--- config.mk ---
export PLATFORM = sky130hd
export DESIGN_NAME = pixel_port_arbiter_flat
export DESIGN_NICKNAME = d
export VERILOG_FILES = /design/src/rtl/pixel_port_arbiter_if.sv /design/src/rtl/pixel_port_arbiter.sv /design/src/flat_wrapper.sv
export SDC_FILE = /design/constraint.sdc
export NUM_CORES = 1
export LEC_CHECK = 0
export CAP_MARGIN = 10
export CORE_AREA = 2 2 103 85
export DETAILED_ROUTE_END_ITERATION = 12
export DIE_AREA = 0 0 105 87
export GPL_TIMING_DRIVEN = 0
export HOLD_SLACK_MARGIN = 0.05
export PLACE_DENSITY = 0.84
export SYNTH_ARGS = -nofsm -noshare
export SYNTH_HDL_FRONTEND = slang
export SYNTH_SLANG_ARGS = --single-unit
--- constraint.sdc ---
create_clock -name clock -period 3.2 [get_ports clock]
set_input_delay 0.96 -clock clock [delete_from_list [all_inputs] [get_ports clock]]
set_output_delay 0.96 -clock clock [all_outputs]
set_load 0.02 [all_outputs]
--- src/rtl/pixel_port_arbiter_if.sv ---
// pixel_port_arbiter_if: shared LT24Display pixel bus between the drawing engines and the arbiter.
// Requester side: req, reqDone, reqXAddr, reqYAddr, reqPixelData, reqPixelWrite in; grant, reqPixelReady back.
// Display side:   xAddr, yAddr, pixelData, pixelWrite out to LT24Display; pixelReady back.
// Modports: slave = arbiter view, master = requesters + display view.
interface pixel_port_arbiter_if #(
   parameter int unsigned NUM_REQ = 4
);
   localparam int unsigned X_W = 8;
   localparam int unsigned Y_W = 9;
   localparam int unsigned D_W = 16;

   logic [NUM_REQ-1:0]     req;
   logic [NUM_REQ-1:0]     reqDone;
   logic [X_W*NUM_REQ-1:0] reqXAddr;
   logic [Y_W*NUM_REQ-1:0] reqYAddr;
   logic [D_W*NUM_REQ-1:0] reqPixelData;
   logic [NUM_REQ-1:0]     reqPixelWrite;
   logic [NUM_REQ-1:0]     reqPixelReady;
   logic [NUM_REQ-1:0]     grant;

   logic [X_W-1:0]         xAddr;
   logic [Y_W-1:0]         yAddr;
   logic [D_W-1:0]         pixelData;
   logic                   pixelWrite;
   logic                   pixelReady;

   modport slave (
      input  req, reqDone, reqXAddr, reqYAddr, reqPixelData, reqPixelWrite, pixelReady,
      output grant, reqPixelReady, xAddr, yAddr, pixelData, pixelWrite
   );

   modport master (
      output req, reqDone, reqXAddr, reqYAddr, reqPixelData, reqPixelWrite, pixelReady,
      input  grant, reqPixelReady, xAddr, yAddr, pixelData, pixelWrite
   );
endinterface

--- src/rtl/pixel_port_arbiter.sv ---
// pixel_port_arbiter: grants the single LT24Display pixel port to one drawing engine at a time,
// holds the grant until that engine signals reqDone (or drops req), then inserts one dead cycle.
// Ports: clock, resetApp (async, active-high); bus (pixel_port_arbiter_if.slave) carrying the
// requester and display signals; busy, grantIdx, pixelCount status outputs.
// Build option: define PIXEL_ARB_RR_EN for round-robin selection; default is fixed priority
// (lowest index wins) with no pointer register.
module pixel_port_arbiter #(
   parameter int unsigned NUM_REQ = 4
) (
   input  logic                 clock,
   input  logic                 resetApp,
   pixel_port_arbiter_if.slave  bus,
   output logic                 busy,
   output logic [2:0]           grantIdx,
   output logic [16:0]          pixelCount
);

   localparam int unsigned IDX_W = 3;
   localparam int unsigned CNT_W = 17;
   localparam int unsigned X_W   = 8;
   localparam int unsigned Y_W   = 9;
   localparam int unsigned D_W   = 16;
   localparam logic [CNT_W-1:0] CNT_MAX = '1;

   typedef enum logic [1:0] {
      IDLE    = 2'd0,
      GRANT   = 2'd1,
      RELEASE = 2'd2
   } arbStateT;

   arbStateT             state;
   arbStateT             stateNext;
   logic [NUM_REQ-1:0]   grantReg;
   logic [NUM_REQ-1:0]   winOneHot;
   logic [IDX_W-1:0]     winIdx;
   logic                 winFound;
   logic                 anyReq;
   logic                 releaseCond;
   logic                 accepted;
   logic                 loadGrant;
   logic                 dropGrant;
   logic                 countEn;

`ifdef PIXEL_ARB_RR_EN
   logic [IDX_W-1:0]     rrPtr;
`endif

   assign anyReq      = |bus.req;
   // Both terms are masked by the registered one-hot grant, so other requesters' reqDone is ignored.
   assign releaseCond = (|(bus.reqDone & grantReg)) | ~(|(bus.req & grantReg));
   assign accepted    = bus.pixelWrite & bus.pixelReady;
   assign bus.grant   = grantReg;

   // Winner selection: second pass is the wrap-around (or the whole search for fixed priority).
   always_comb begin
      winIdx   = '0;
      winFound = 1'b0;
`ifdef PIXEL_ARB_RR_EN
      for (int i = 0; i < int'(NUM_REQ); i++) begin
         if (!winFound && bus.req[i] && (IDX_W'(i) >= rrPtr)) begin
            winFound = 1'b1;
            winIdx   = IDX_W'(i);
         end
      end
`endif
      for (int i = 0; i < int'(NUM_REQ); i++) begin
         if (!winFound && bus.req[i]) begin
            winFound = 1'b1;
            winIdx   = IDX_W'(i);
         end
      end
      for (int i = 0; i < int'(NUM_REQ); i++) begin
         winOneHot[i] = (winIdx == IDX_W'(i));
      end
   end

   // State register.
   always_ff @(posedge clock or posedge resetApp) begin
      if (resetApp) begin
         state <= IDLE;
      end else begin
         state <= stateNext;
      end
   end

   // Next-state logic.
   always_comb begin
      stateNext = state;
      case (state)
         IDLE:    if (anyReq)      stateNext = GRANT;
         GRANT:   if (releaseCond) stateNext = RELEASE;
         RELEASE: stateNext = anyReq ? GRANT : IDLE;
         default: stateNext = IDLE;
      endcase
   end

   // FSM control outputs.
   always_comb begin
      loadGrant = 1'b0;
      dropGrant = 1'b0;
      countEn   = 1'b0;
      case (state)
         IDLE:    loadGrant = anyReq;
         GRANT: begin
            dropGrant = releaseCond;
            countEn   = accepted;
         end
         RELEASE: loadGrant = anyReq;
         default: ;
      endcase
   end

   // Grant, status and pixel counter registers.
   always_ff @(posedge clock or posedge resetApp) begin
      if (resetApp) begin
         grantReg   <= '0;
         busy       <= 1'b0;
         grantIdx   <= '0;
         pixelCount <= '0;
      end else if (loadGrant) begin
         grantReg   <= winOneHot;
         busy       <= 1'b1;
         grantIdx   <= winIdx;
         pixelCount <= '0;
      end else begin
         // The write presented in the releasing cycle still counts.
         if (countEn && (pixelCount != CNT_MAX)) begin
            pixelCount <= pixelCount + CNT_W'(1);
         end
         if (dropGrant) begin
            grantReg <= '0;
            busy     <= 1'b0;
         end
      end
   end

`ifdef PIXEL_ARB_RR_EN
   // Round-robin pointer advances past the releasing requester.
   always_ff @(posedge clock or posedge resetApp) begin
      if (resetApp) begin
         rrPtr <= '0;
      end else if (dropGrant) begin
         rrPtr <= (grantIdx == IDX_W'(NUM_REQ - 1)) ? '0 : grantIdx + IDX_W'(1);
      end
   end
`endif

   // Zero-latency data path: AND-OR mux steered by the registered one-hot grant.
   always_comb begin
      bus.xAddr      = '0;
      bus.yAddr      = '0;
      bus.pixelData  = '0;
      bus.pixelWrite = 1'b0;
      for (int i = 0; i < int'(NUM_REQ); i++) begin
         if (grantReg[i]) begin
            bus.xAddr      = bus.reqXAddr[X_W*i +: X_W];
            bus.yAddr      = bus.reqYAddr[Y_W*i +: Y_W];
            bus.pixelData  = bus.reqPixelData[D_W*i +: D_W];
            bus.pixelWrite = bus.reqPixelWrite[i];
         end
      end
      bus.reqPixelReady = grantReg & {NUM_REQ{bus.pixelReady}};
   end

endmodule
--- src/flat_wrapper.sv ---
// flat-port wrapper written by rule: the top's interface ports become plain ports
module pixel_port_arbiter_flat 
#(
   parameter int unsigned NUM_REQ = 4
)
  (clock, resetApp, busy, grantIdx, pixelCount, bus_req, bus_reqDone, bus_reqXAddr, bus_reqYAddr, bus_reqPixelData, bus_reqPixelWrite, bus_pixelReady, bus_grant, bus_reqPixelReady, bus_xAddr, bus_yAddr, bus_pixelData, bus_pixelWrite);
  pixel_port_arbiter_if #(.NUM_REQ(NUM_REQ)) bus_i ();
  input  logic clock;
  input  logic resetApp;
  output logic busy;
  output logic [2:0] grantIdx;
  output logic [16:0] pixelCount;
  input wire logic [$bits(bus_i.req)-1:0] bus_req;
  input wire logic [$bits(bus_i.reqDone)-1:0] bus_reqDone;
  input wire logic [$bits(bus_i.reqXAddr)-1:0] bus_reqXAddr;
  input wire logic [$bits(bus_i.reqYAddr)-1:0] bus_reqYAddr;
  input wire logic [$bits(bus_i.reqPixelData)-1:0] bus_reqPixelData;
  input wire logic [$bits(bus_i.reqPixelWrite)-1:0] bus_reqPixelWrite;
  input wire logic [$bits(bus_i.pixelReady)-1:0] bus_pixelReady;
  output wire logic [$bits(bus_i.grant)-1:0] bus_grant;
  output wire logic [$bits(bus_i.reqPixelReady)-1:0] bus_reqPixelReady;
  output wire logic [$bits(bus_i.xAddr)-1:0] bus_xAddr;
  output wire logic [$bits(bus_i.yAddr)-1:0] bus_yAddr;
  output wire logic [$bits(bus_i.pixelData)-1:0] bus_pixelData;
  output wire logic [$bits(bus_i.pixelWrite)-1:0] bus_pixelWrite;
  assign bus_i.req = bus_req;
  assign bus_i.reqDone = bus_reqDone;
  assign bus_i.reqXAddr = bus_reqXAddr;
  assign bus_i.reqYAddr = bus_reqYAddr;
  assign bus_i.reqPixelData = bus_reqPixelData;
  assign bus_i.reqPixelWrite = bus_reqPixelWrite;
  assign bus_i.pixelReady = bus_pixelReady;
  assign bus_grant = bus_i.grant;
  assign bus_reqPixelReady = bus_i.reqPixelReady;
  assign bus_xAddr = bus_i.xAddr;
  assign bus_yAddr = bus_i.yAddr;
  assign bus_pixelData = bus_i.pixelData;
  assign bus_pixelWrite = bus_i.pixelWrite;
  pixel_port_arbiter #(.NUM_REQ(NUM_REQ)) u_core (.clock(clock), .resetApp(resetApp), .bus(bus_i), .busy(busy), .grantIdx(grantIdx), .pixelCount(pixelCount));
endmodule
==> results.yml <==
critical_path:
  crit_slowest_cell: "clkdlybuf4s50_1"
  critPathMaxFanout: 1
  arrival_ns: 2.20
  path_class: "in2out"
  max_stage_delay_ns: 0.46
  cp_cell_sequence: "clkdlybuf4s50_1 > a22oi_1 > nor2_1 > a21oi_1 > o21ai_0 > dlygate4sd2_1"
  startpoint_type: "input port"
  required_ns: 2.24
  crit_buf_inv: 2
  critPathTopFamily: "buffers and inverters"
  cp-end-kind: "output pin"
floorplan:
  die_area_um2: 9140
  die_h_um: 87
  placeableCoreArea_um2: 8180
  start_util_pct: 28.9
  rows: 30
  die_w_um: 105
  io_pins: 210
clock_network:
  clkLatencyLatePin_ns: 0.27
  cts_tree: "done"
  h-tree-depth: 1
  clkSlewWorstSetupHoldPaths_ns: 0.08
  holdBufCountCts: 0
  cts_buffer_depth: 2
  root_buffer: "clkbuf_8"
  cts_buffers: 3
  cts.sinks: 26
cells_and_area:
  syn2layout_area_growth_pct: 94.3
  drive_gt1_share_pct: 8.05
  final_util_pct: 56.2
  nets: 709
  layout_common_cells: "clkdlybuf4s50_1, nand2_1, nor2_1"
  layout_commonest_cell: "clkdlybuf4s50_1"
  n_antenna_cell: 0
timing:
  worstMarginPinSlew_ns: 0.993
  drv_slew: 0
  setup_slack_ns: 0.0363
  fin_skew_ns: 0.00489
  clock.fmax_ghz: 0.316
  min_period_ns: 3.16
  setup_viol: 0
  tns_ns: 0
  period_share_pct: 98.9
  relSlewSlack_pct: 33.7
  finalHoldViolCount: 0
  rsz0062_at_grt: "no"
  worst_hold_slack_ns: 0.507
outcome:
  status: "finished, final reports clean"
synth:
  yosys_warnings: 0
  postSynthAreaPerCell_um2: 6.83
  yosysTopAreaCellShare_pct: 27.5
  yosysSeqAreaShare_pct: 27.5
  synth.net_count: 495
  synth_edf_count: 0
  synthArstFlopShare_pct: 100
  yosys.cell_types.count: 40
  synthTopCellsByArea: "dfrtp_1, a22oi_1, a21oi_1"
  synthFlopType: "dfrtp_1"
  postSynthCellCount: 346
  yosysTopAreaCell: "dfrtp_1"
  netlist_area_um2: 2360
  ys_ff_latch: 26
drt:
  first_pass_iters: 5
  drt-total-wl_um: 11400
  drtIter0Drc: 269
  via_count: 3516
  drc: 0
  ant_nets: 0
  wl_per_cell_um: 17.1
  routed_via_density: 5.24
pwr:
  p_per_area_nw_per_um2: 680
  p_leak_uw: 0.00195
  netSwitchingPower_uw: 1670
  pwr-share-seq_pct: 14.2
  p_clk_share_pct: 6.8
  comb_power_share_pct: 79.1
  intPower_uw: 1450
  peakVddDrop_v: 0.000342
  switching_share_pct: 53.6
run:
  drv_cap: 0
placed_design:
  pre_cts_ws_ns: -0.443
  dpl.hpwl_um: 9390
  place_congestion: 0.919
  port_buffers: 208
global_routing:
  grt_max_degree: 27
  grt_pass1_vias: 3331
  gr-total-overflow: 0
  antenna_found_initial: 0
  grt_usage_pct: 23.1
  grt_pass1_wl_um: 17000
worst_hold_path:
  hp-class: "reg2reg"
[logic make-up after synthesis]
kind of cell	Yosys count	synth area share [%]
xor gates and xnor gates	4	1.48
adders and majority gates	2	1.06
buffers and inverters	34	6.08
AOI/OAI and AO/OA	133	34.0
other	1	0.159
DFF	26	27.5
and+or+nand+nor	142	28.0
muxes	4	1.69
[final cells by class]
cell class	count	area, µm²
Fill cell	785	3590
Timing Repair Buffer	209	2000
Multi-Input combinational cell	286	1580
Sequential cell	26	652
Buffer	28	145
Tap cell	112	140
Clock buffer	4	55.1
Inverter	6	22.5
[worst paths after layout]
path                                 startpoint               endpoint  slack (ns)  cells past startpoint
max                            bus_reqYAddr[17]           bus_yAddr[8]        0.04                      6
min                                 u_core.busy            u_core.busy        0.51                      2
max reg2reg                u_core.pixelCount[6]  u_core.pixelCount[11]        0.36                      9
min reg2reg                         u_core.busy            u_core.busy        0.51                      2
max in group asynchronous              resetApp    u_core.bus.grant[0]        1.32                      2
min in group asynchronous              resetApp        u_core.state[0]        1.22                      2
[state kept, by name (all words and copies together) (netlist names)]
name	flops
u_core.grantIdx	2
u_core.state	2
u_core.busy	1
u_core.pixelCount	17
u_core.bus.grant	4
[layer usage]
metal	vias up	share of wire, %	track usage [%]	routed length [µm]
met2	164	48	40.2	5550
li1	1673	-	-	-
met3	20	8.4	6.06	967
met5	-	0	0	0
met1	1659	41	28.7	4680
met4	0	2.2	5.45	247
[power groups by stage]
stage,Clock [µW],Sequential (µW),Combinational [µW]
finish,212,443,2470
global placement,0,444,2600
detailed placement,0,448,2640
floorplan,0,491,1370
CTS,217,442,2470
global route,229,453,2680
[cells in the mapped netlist, drive strengths merged (3+ instances only)]
library cell	number
inv	6
and2	6
mux2i	4
buf	4
a21oi	45
o21ai	40
nor2	45
nand3	10
nand2	54
nand4	5
and4	3
xor2	4
nor2b	3
dfrtp	26
and3	6
clkbuf	24
a22oi	36
[worst register-to-register path, delay by kind of cell (launching register included)]
kind / cells / cell delay [ns]
AND/OR/NAND/NOR: 7 / 2.06
flip-flops: 1 / 0.44
adder cells (fa/ha/maj): 1 / 0.18
AO/OA/AOI/OAI: 1 / 0.09
[through the flow]
| step | cells | power (µW) | instance area (µm²) |
|---|---|---|---|
| 2_1_floorplan | 346 | 1860 | 2360 |
| 3_3_place_gp | 666 | 3040 | 4590 |
| 3_5_place_dp | 666 | 3090 | 4590 |
| 4_1_cts | 671 | 3130 | 4630 |
| 5_1_grt | 671 | 3360 | 4600 |
| 6_report | 671 | 3130 | 4600 |
[timing repair]
| item | in CTS | in global routing |
|---|---|---|
| pin swaps | 1 | 0 |
| setup buffers | 1 | 0 |
| setup endpoints to repair | 38 | 27 |
| gates resized for setup | 57 | 56 |
| endpoints found under the hold margin | 0 | 0 |
Power figures use the tool's default switching activity.
